<file path="src/rtl/divider16_seq.sv">
// divider16_seq: multi-cycle restoring divider, 2N-bit dividend / N-bit divisor with start/busy/done handshake.
module divider16_seq #(
  parameter int N = 8
) (
  input  logic           clk,
  input  logic           rst,
  input  logic           start,
  input  logic [2*N-1:0] dividend,
  input  logic [N-1:0]   divisor,
  output logic [N-1:0]   quotient,
  output logic [N-1:0]   remainder,
  output logic           error,
  output logic           busy,
  output logic           done
);
  localparam int IW = $clog2(N);
  typedef enum logic [1:0] {IDLE, SHIFT, TRIAL, FINISH} state_t;
  state_t        state_q, state_d;
  logic [N-1:0]  d_q, d_d, r_q, r_d, l_q, l_d, qw_q, qw_d, quo_q, quo_d, rem_q, rem_d;
  logic [N:0]    t_q, t_d, diff;
  logic [IW-1:0] idx_q, idx_d;
  logic          ovf_q, ovf_d, err_q, err_d, busy_q, busy_d, done_q, done_d, ge;
  assign quotient  = quo_q;
  assign remainder = rem_q;
  assign error     = err_q;
  assign busy      = busy_q;
  assign done      = done_q;
  always_comb begin
    state_d = state_q;
    d_d     = d_q;
    r_d     = r_q;
    l_d     = l_q;
    qw_d    = qw_q;
    t_d     = t_q;
    idx_d   = idx_q;
    ovf_d   = ovf_q;
    quo_d   = quo_q;
    rem_d   = rem_q;
    err_d   = err_q;
    busy_d  = busy_q;
    done_d  = 1'b0;
    ge      = t_q >= {1'b0, d_q};
    diff    = t_q - {1'b0, d_q};
    case (state_q)
      IDLE: if (start) begin
        d_d     = divisor;
        r_d     = dividend[2*N-1:N];
        l_d     = dividend[N-1:0];
        qw_d    = '0;
        idx_d   = '0;
        busy_d  = 1'b1;
        // Upper half >= divisor means the quotient cannot fit in N bits.
        ovf_d   = (divisor == '0) || (dividend[2*N-1:N] >= divisor);
        state_d = ovf_d ? FINISH : SHIFT;
      end
      SHIFT: begin
        t_d     = {r_q, l_q[N-1]};
        l_d     = l_q << 1;
        state_d = TRIAL;
      end
      TRIAL: begin
        r_d     = ge ? diff[N-1:0] : t_q[N-1:0];
        qw_d    = {qw_q[N-2:0], ge};
        idx_d   = idx_q + 1'b1;
        state_d = (idx_q == IW'(N - 1)) ? FINISH : SHIFT;
      end
      FINISH: begin
        quo_d   = ovf_q ? '1 : qw_q;
        rem_d   = ovf_q ? '1 : r_q;
        err_d   = ovf_q;
        busy_d  = 1'b0;
        done_d  = 1'b1;
        state_d = IDLE;
      end
      default: state_d = IDLE;
    endcase
  end
  always_ff @(posedge clk) begin
    if (rst) begin
      state_q <= IDLE;
      d_q     <= '0;
      r_q     <= '0;
      l_q     <= '0;
      qw_q    <= '0;
      t_q     <= '0;
      idx_q   <= '0;
      ovf_q   <= 1'b0;
      quo_q   <= '0;
      rem_q   <= '0;
      err_q   <= 1'b0;
      busy_q  <= 1'b0;
      done_q  <= 1'b0;
    end else begin
      state_q <= state_d;
      d_q     <= d_d;
      r_q     <= r_d;
      l_q     <= l_d;
      qw_q    <= qw_d;
      t_q     <= t_d;
      idx_q   <= idx_d;
      ovf_q   <= ovf_d;
      quo_q   <= quo_d;
      rem_q   <= rem_d;
      err_q   <= err_d;
      busy_q  <= busy_d;
      done_q  <= done_d;
    end
  end
endmodule

</file>
<file path="config.mk">
export PLATFORM = sky130hd
export DESIGN_NAME = divider16_seq
export DESIGN_NICKNAME = d
export VERILOG_FILES = /design/src/rtl/divider16_seq.sv
export SDC_FILE = /design/constraint.sdc
export NUM_CORES = 1
export LEC_CHECK = 0
export ABC_AREA = 1
export CORE_UTILIZATION = 30
export CTS_CLUSTER_DIAMETER = 100
export DETAILED_ROUTE_END_ITERATION = 7
export PLACE_DENSITY = 0.61
export SLEW_MARGIN = 20
export SYNTH_ARGS = -nofsm -noshare
export SYNTH_HDL_FRONTEND = slang
export SYNTH_SLANG_ARGS = --single-unit
export TNS_END_PERCENT = 100
</file>
<file path="constraint.sdc">
create_clock -name clk -period 3.7 [get_ports clk]
set_clock_uncertainty 0.05 [all_clocks]
set_input_delay 1.11 -clock clk [delete_from_list [all_inputs] [get_ports clk]]
set_output_delay 1.11 -clock clk [all_outputs]
set_load 0.02 [all_outputs]
</file>
# After elaboration in Yosys (flattened, before gate mapping)
# Index checks and enable logic that the tools add are counted.
# totals
reg_bits,66
inputBits,27
output_inout_bits,19
word_cells,50
# op_classes
add_sub_neg,2
order_cmp,2
n_eq_ne,5
mux,18
n_reduce_logical,10
# ops
operator,n
$mux 8,6
$pmux 8 s2,3
$ge 9x8->1,1
$ge 8x8->1,1
$logic_not 8->1,1
$pmux 2 s4,1
$reduce_and 2->1,4
$sub 8x8->8,1
$mux 2,3
$pmux 3 s2,1
$reduce_bool 2->1,3
$eq 2x2->1 const B,2
$add 3x1->3 const B,1
$eq 3x3->1 const B,1
$mux 3,1
$eq 2x1->1 const B,1
$logic_not 2->1,1
$mux 1,2
$ne 2x2->1 const B,1
$pmux 1 s2,1
$logic_or 1x1->1,1

# Logic depth before layout (Yosys ltp)
# depth
ltp_word,5
depth_mapped,13
ltp_nobuf,13

# Worst setup path after synthesis
# No wires, ideal clock.
# synth_path
kind,input to register
startpoint,in divisor[5]
endpoint,reg state_q[1]
setup_time_ps,118
arrival_time_ps,1995
t_required_ps,3532
path_slack_ps,1537
stages,8
path_buffers,0
cell_sequence,inv_1 -> ha_1 -> a21oi_1 -> nor2_1 -> a211oi_1 -> nand4_1 -> nor2_1 -> nor2_1
# synth_between
elab_chain_len,5
elab_cells_between_ends,6
classes_between,order compare: 1; mux: 3; reduce/logical: 2
# synth_lines
item,line_no,text
start: declaration,9,"input logic [N-1:0] divisor,"
$ge 8x8->1 / $logic_not 8->1 (equally long branches),53,ovf_d = (divisor == '0) || (dividend[2*N-1:N] >= divisor);
$logic_or 1x1->1 (*),53,
$mux 2 (*),54,state_d = ovf_d ? FINISH : SHIFT;
$mux 2 (*),45,IDLE: if (start) begin
$pmux 2 s4 (*),44,case (state_q)
end signal: assignment,94,state_q <= state_d;
end: declaration,18,"state_t state_q, state_d;"
# Every way passes the cells marked *; elsewhere a longest branch is shown, timed or not. The select of a mux whose other input is x is not followed.
# A chain may end at the register's enable or synchronous reset.

# Worst setup path in the final report
# layout_path
startpoint,in start
endpoint,reg r_q[1]
# layout_between
elab_chain_len,2
# layout_lines
item,line_no,text
start: declaration,7,"input logic start,"
$ne 2x2->1 (no source line),n/a,
$reduce_and 2->1 (no source line),n/a,
end signal: assignment,96,r_q <= r_d;
end: declaration,19,"logic [N-1:0] d_q, d_d, r_q, r_d, l_q, l_d, qw_q, qw_d, quo_q, quo_d, rem_q, rem_d;"
# No other way between the ends.

==> reports/results.ini <==
[cts]
cts.sinks=66
root_buffer=clkbuf_8
htreeDepth=3
cts_buffers=9
insertion_delay_ps=340
cts_tree=done
cts_resized=0
postCtsHoldBufs=0
clk_pin_slew_ps=80
cts.path.max_buffers=2
post_cts_buffers=0

[routing]
wirelength_um=8020
postRouteAntennaNets=0
firstDrtPassIters=4
viasPerCell=4.85
drc=0
via_count=3014
drt_iter0_drc=154
routedWlPerCell_um=12.9

[synthesis]
synthFlopType=dfxtp_1
postSynthNetCount=486
ys_types=32
ys_warn_count=0
yosys.area.top_type=dfxtp_1
synthCells=440
synth_area_leaders=dfxtp_1 (41%), nand2_1 (13%), a21oi_1 (7.8%)
synth_top_cell_area_share=0.413
synth_seq_cells=66
postSynthAreaPerCell_um2=7.27
synth-async-reset-ratio=0
synth_seq_area_share=0.413
synth_most_common_cell=nand2_1
yosys-top-cells-count=nand2_1 (109), dfxtp_1 (66), a21oi_1 (50), inv_1 (43), o21ai_0 (43)
synth-edff-count=0
syn_area_um2=3200

[finish]
insertedDiodeCount=0
ff_latch_area_um2=1320
multi_input_area_um2=1610
final_nets=527
drive_gt1_frac=0.0597
fin_area_um2=3940
area_delta_synth_final_pct=23.0
fillerInstances=1085

[setup_path]
worst_path_most_repeated_cell=inv_1
worst-path-max-fanout=27
critPathKind=in2reg
crit_chain=clkdlybuf4s50_1 -> inv_1 -> nor2_4 -> nor2_2 -> inv_1 -> o21ai_0 -> a21oi_1
critPathLaunchType=input pin
critPathRequiredTime_ps=3880
critPathMaxStageDelay_ps=580
cp_top_family=buffers and inverters
critical_path_buf_inv_count=3
crit_slowest_cell=nor2_2
worstPathArrival_ps=2950
cp-end-kind=flip-flop

[grt]
grt_use_total=0.156
grt_pass1_vias=3049
grt_overflow=0
antenna_found_initial=0
grt_max_degree=45
grt_pass1_wl_um=13900

[floorplan]
die-area_um2=11100
start_util=0.310
rows=37
die_x_um=105
coreArea_um2=10300
ioPinCount=46
die_h_um=105

[sta]
slew_viol_final=0
layout_setup_ws_ps=932
finalCriticalPeriod_ps=2770
clock.fmax_mhz=361
setup_violations=0
worstMarginPinSlew_ps=863
tns_ps=0
post-route-period-util=0.748
rsz0062_at_grt=no
slew_headroom=0.422
hold_viol_final=0

[power_and_ir_drop]
finalPower_mw=2.02
p_sw_uw=720
ir_worst_vdd_mv=0.233
swShare=0.357
clkPwrFrac=0.306
p_int_mw=1.30
p_comb_frac=0.287
p_leak_nw=1.68
p_per_area_nw_per_um2=512
p_seq_frac=0.407

[job]
maxCapViolCount=0

[place]
place_area_um2=3730
routabilityCongestion=0.827
io_buffers=45
place.detailed.hpwl_um=5910
post-place-ws_ps=562

[status]
status=completed

[min_path]
hp-class=reg2reg

worst register-to-register path, stage by stage (launching register included):
cell and delay (ps):
dfxtp_1 370, inv_2 190, nor2_1 60, buf_4 210, nor2_2 600, inv_1 320, o21ai_0 230, a21oi_1 60
power groups by stage:
stage / registers [mW] / logic (mW) / clock network (mW)
after floorplan: 0.825 / 0.436 / 0
after global placement: 0.837 / 0.565 / 0
after detailed placement: 0.837 / 0.573 / 0
after CTS: 0.821 / 0.575 / 0.623
after global routing: 0.830 / 0.662 / 0.656
final: 0.821 / 0.578 / 0.617
per-layer routing:
layer | GRT usage | part of all wire | up-vias
met5 | 0 | 0 | -
met4 | 0.0795 | 0.031 | 0
met3 | 0.0235 | 0.029 | 24
met2 | 0.251 | 0.45 | 64
met1 | 0.201 | 0.49 | 1383
li1 | - | - | 1543
sequential cells by signal, summed over array words and instances, names as in the netlist, 2 cells and up:
name / count
remainder: 8
d_q: 8
r_q: 8
l_q: 8
quotient: 8
t_q: 9
idx_q: 3
state_q: 2
qw_q: 8
placed cells by master (no fill, tap or decap), types with 2 or more instances in the layout:
cell type,synthesis,layout
xor2_1,2,2
clkbuf_8,0,9
nand3_1,38,38
dfxtp_1,66,66
clkdlybuf4s50_1,0,45
nor4_1,2,2
buf_4,1,2
nand4_1,5,5
a31oi_1,7,7
a21oi_1,50,50
inv_2,3,3
o21ai_0,43,43
nor2_1,22,22
clkinv_4,0,3
ha_1,18,18
nor2_2,2,2
inv_1,43,43
nand2_1,109,109
through the flow:
step	hold slack, ps	utilization	cells
after global placement	405	0.362	606
after floorplan	383	-	440
after global routing	445	0.381	622
after detailed placement	410	0.362	606
final	420	0.381	622
after CTS	422	0.381	622
layout make-up:
cell class,count,area share
multi-input cells,311,0.408
flip-flops and latches,66,0.336
repair buffers,47,0.118
inverters,46,0.0439
well taps,136,0.0432
clock buffers,9,0.0315
clock inverters,7,0.0197
cells by family after synthesis:
| kind of cell | synth area share |
|---|---|
| AOI/OAI and AO/OA | 0.168 |
| and+or+nand+nor | 0.249 |
| xor gates and xnor gates | 0.00821 |
| DFF | 0.413 |
| adders and majority gates | 0.0767 |
| buffers and inverters | 0.0853 |
path summary, 6_finish.rpt:
check | slack (ps) | startpoint | to | depth (start not counted)
min reg2reg | 420 | qw_q[7] | qw_q[7] | 2
max | 930 | start | r_q[1] | 7
max reg2reg | 1500 | state_q[1] | r_q[1] | 7
min | 420 | qw_q[7] | qw_q[7] | 2
Power figures use the tool's default switching activity.
==> RTL change 1 (same flow settings) <==
Re-encode `state_t` (4 states) as one-hot, 4 bits wide.
--- a/src/rtl/divider16_seq.sv
+++ b/src/rtl/divider16_seq.sv
@@ -16,3 +16,3 @@
   localparam int IW = $clog2(N);
-  typedef enum logic [1:0] {IDLE, SHIFT, TRIAL, FINISH} state_t;
+  typedef enum logic [3:0] {IDLE = 4'b0001, SHIFT = 4'b0010, TRIAL = 4'b0100, FINISH = 4'b1000} state_t;
   state_t        state_q, state_d;
Formal check against the unedited RTL: same outputs for any inputs over 10 cycles, from zero or initial values and one cycle with rst high; not proved beyond that.
==> RTL change 1 against the unedited design <==
Sequential share of layout area down 0.27 points; combinational power down 40%; area after synthesis up 3.4%; power down 9.4%; cell area up 3.9%; critical path depth down 6; worst setup slack better by 0.31 ns; global-route usage down 0.77 points; sequential cell count up 2; routed wire length down 1.3%; largest cell class unchanged.
==> RTL change 1: results <==
metrics = {
    "hold_path": {
        "hold_path_class": "flip-flop to flip-flop",
    },
    "worst_setup_path": {
        "critPathTopFamily": "buffers and inverters",
        "cpMaxStageDelayCell": "clkdlybuf4s50_1",
        "rrSetupSlack_ns": 1.74,
        "slowest_delay_ns": 0.60,
        "cp.arrival_ns": 1.30,
        "path_max_fanout": 2,
    },
    "drt": {
        "dr.pass1.iters": 4,
        "drt_first_iter_violations": 132,
        "detailroute.via_count": 3060,
        "wire_per_inst_um": 12.5,
    },
    "run_status": {
        "status": "complete, no violations",
    },
    "yosys": {
        "async_flop_share": 0,
        "netlist_instances": 452,
        "ys_top_cells_by_area": "dfxtp_1 (41%), nand2_1 (12%), a21oi_1 (9.4%), ha_1 (6.8%), o21ai_0 (6.8%)",
        "synth_top_area_cell": "dfxtp_1",
        "syn_nets": 498,
        "synth.distinct_cells": 29,
        "synth-seq-area-share": 0.411,
        "ys_warn_count": 0,
        "synth_commonest_cells": "nand2_1 (107), dfxtp_1 (68), a21oi_1 (62), o21ai_0 (45), inv_1 (39)",
    },
    "clock_tree": {
        "cts_setup_buffers": 0,
        "cts.clk_slew.worst_paths_ns": 0.07,
        "cts_buffer_depth": 2,
        "cts_buffers": 9,
        "worstSkewPairLatency_ns": 0.35,
        "cts_resized": 0,
        "cts_root_buffer": "clkbuf_8",
        "htree_levels": 3,
    },
    "grt": {
        "antenna_found_initial": 0,
        "grt_usage": 0.148,
        "first_global_vias": 2891,
        "grt_pass1_wl_um": 13300,
        "grt_max_degree": 42,
    },
    "placed_design": {
        "gp_congestion": 0.879,
        "place_inst": 617,
        "post_dp_cell_area_sq_mm": 0.00386,
        "portBuffers": 45,
        "dp_hpwl_um": 5870,
    },
    "pwr": {
        "p_leak_nw": 1.68,
        "ir_worst_vdd_uv": 177,
    },
    "timing": {
        "relSlewSlack": 0.568,
    },
    "finish": {
        "nets": 538,
        "largest_reg_flops": 9,
        "instances_no_fill": 633,
        "n_antenna_cell": 0,
        "drive_gt1_frac": 0.0765,
    },
}
[RTL change 1: changes by cell type after synthesis, moves of 3 or more]
cell     before  now
nor2_1       22   26
nand4_1       5    2
inv_1        43   39
nor3_1        0    4
nor3_4        0    3
a21oi_1      50   62
inv_2         3    9
nand3_1      38   26
[RTL change 1: cells by family after synthesis]
logic type               count (synthesis)  share of synthesized area
XOR/XNOR                                 4                     0.0106
flip-flops                              68                      0.411
AO/OA/AOI/OAI                          116                      0.180
AND/OR/NAND/NOR                        178                      0.243
buffers and inverters                   67                     0.0809
adder cells (fa/ha/maj)                 19                     0.0741
[RTL change 1: per-layer routing]
layer,vias up,global-route usage,share of wire
met3,22,0.0413,0.050
li1,1572,-,-
met1,1386,0.191,0.49
met5,-,0,0
met4,0,0.0587,0.023
met2,80,0.232,0.44
[RTL change 1: final timing paths]
check	cells after the start	from	end
min reg2reg	2	qw_q[7]	qw_q[7]
max	1	remainder[6]	remainder[6]
min	2	qw_q[7]	qw_q[7]
max reg2reg	10	d_q[6]	r_q[7]
[RTL change 1: layout make-up]
type	instances	area [sq um]
multi-input cells	317	1680
flip-flops and latches	68	1360
repair buffers	48	473
inverters	48	180
clock inverters	6	87.6
well taps	136	170
fillers	1087	6420
clock buffers	10	138
[RTL change 1: power breakdown]
group | switching (mW) | internal (mW)
sequential | 0.0267 | 0.767
combinational | 0.217 | 0.128
clock | 0.289 | 0.398
total | 0.533 | 1.29
[RTL change 1: through the flow]
step                       util  hold slack, ns  setup WS [ns]
after floorplan               -           0.383           1.59
after global placement    0.368           0.400          0.972
after detailed placement  0.368           0.404          0.941
after CTS                 0.389           0.414           1.23
after global routing      0.389           0.429           1.10
final                     0.389           0.411           1.24
==> RTL change 2 (same settings) <==
Without the edit above. The parameter `N` goes from 8 to 16.
--- a/src/rtl/divider16_seq.sv
+++ b/src/rtl/divider16_seq.sv
@@ -2,3 +2,3 @@
 module divider16_seq #(
-  parameter int N = 8
+  parameter int N = 16
 ) (
Interface: changed (resized dividend, divisor, quotient and remainder); port bits go from 46 to 86. The function was not compared with the original's and may differ.
==> RTL change 2 against the unedited design <==
Power grew 120%; worst setup slack got worse by 0.085 ns; non-clock buffer count rose by 50; cell area up 100%; sequential power grew 84%; area after synthesis up 98%; sequential cell count grew 57; fmax decreased by 3.0%; routed wire length up 120%; register-to-register slack got worse by 0.13 ns; largest power group is now clock.
==> RTL change 2: results <==
metrics = {
    "drt": {
        "dr.pass1.iters": 5,
        "drt_first_iter_violations": 384,
        "detailroute.via_count": 5932,
        "dr_wl_met2_um": 7690,
        "wl_met1_um": 8920,
        "wire_per_inst_um": 14.5,
    },
    "pwr": {
        "switchingPower_mw": 1.45,
        "p_leak_nw": 3.31,
        "ir_worst_vdd_uv": 335,
    },
    "yosys": {
        "synth-seq-area-share": 0.389,
        "syn_nets": 963,
        "ys_top_cells_by_area": "dfxtp_1 (39%), nand2_1 (11%), a21oi_1 (8.3%), ha_1 (6.5%), o21ai_0 (6.2%)",
        "yosys.area_share.adder": 0.0684,
        "synth_compound_area_frac": 0.196,
        "synth_xor_area_frac": 0.00968,
    },
    "worst_setup_path": {
        "rr_startpoint": "d_q[12]",
        "cpMaxStageDelayCell": "clkdlybuf4s50_1",
        "cp.arrival_ns": 3.16,
        "rrSetupSlack_ns": 1.37,
    },
    "grt": {
        "grt_use_met3": 0.0425,
        "met1_usage": 0.246,
        "grt_max_degree": 65,
        "use_met2": 0.256,
        "first_global_vias": 5628,
        "grt_pass1_wl_um": 29700,
    },
    "hold_path": {
        "hold-path-endpoint": "l_q[0]",
        "min_from": "l_q[0]",
    },
    "clock_tree": {
        "cts_root_buffer": "clkbuf_16",
        "cts_buffers": 17,
    },
    "finish": {
        "nets": 1032,
        "drive_gt1_frac": 0.0813,
        "fillers": 2135,
    },
    "placed_design": {
        "dp_hpwl_um": 12800,
        "gp_congestion": 0.866,
    },
    "run_status": {
        "status": "complete, no violations",
    },
    "timing": {
        "relSlewSlack": 0.539,
    },
}
-- RTL change 2: worst max path at each step --
stage                      from    endpoint  slack (ns)  depth (start not counted)
finish              divisor[15]  state_q[1]        0.85                          9
global route        divisor[15]  state_q[1]        0.71                          9
CTS                 divisor[15]  state_q[1]        0.84                          9
detailed placement  divisor[15]  state_q[1]        0.41                          9
global placement    divisor[15]  state_q[1]        0.39                          9
floorplan           divisor[15]  state_q[1]        1.54                          8
-- RTL change 2: power groups by stage --
stage	logic [mW]	clock network (mW)	registers [mW]
global route	1.35	1.88	1.52
finish	1.20	1.78	1.51
floorplan	0.884	0	1.52
detailed placement	1.19	0	1.53
CTS	1.20	1.81	1.51
global placement	1.18	0	1.53
-- RTL change 2: layout make-up --
cell class              count  area share
well taps                 270      0.0421
clock inverters            12      0.0211
multi-input cells         605       0.406
clock buffers              20      0.0582
repair buffers             97       0.117
flip-flops and latches    123       0.307
inverters                 103      0.0482
-- RTL change 2: kinds of logic (layout without fill, tap and decap cells) --
group | Yosys count | after routing
simple gates | 336 | 336
compound gates | 228 | 228
buf+inv | 150 | 232
flops | 123 | 123
fa+ha+maj | 34 | 34
xor+xnor | 7 | 7
-- RTL change 2: stage by stage --
| stage | area [sq um] | util | hold slack, ns | worst slack [ns] | std cells |
|---|---|---|---|---|---|
| floorplan | 6330 | - | 0.385 | 1.54 | 878 |
| global placement | 7380 | 0.360 | 0.401 | 0.388 | 1198 |
| detailed placement | 7380 | 0.360 | 0.402 | 0.414 | 1198 |
| CTS | 8020 | 0.391 | 0.411 | 0.841 | 1230 |
| global route | 8020 | 0.391 | 0.426 | 0.707 | 1230 |
| finish | 8020 | 0.391 | 0.411 | 0.847 | 1230 |
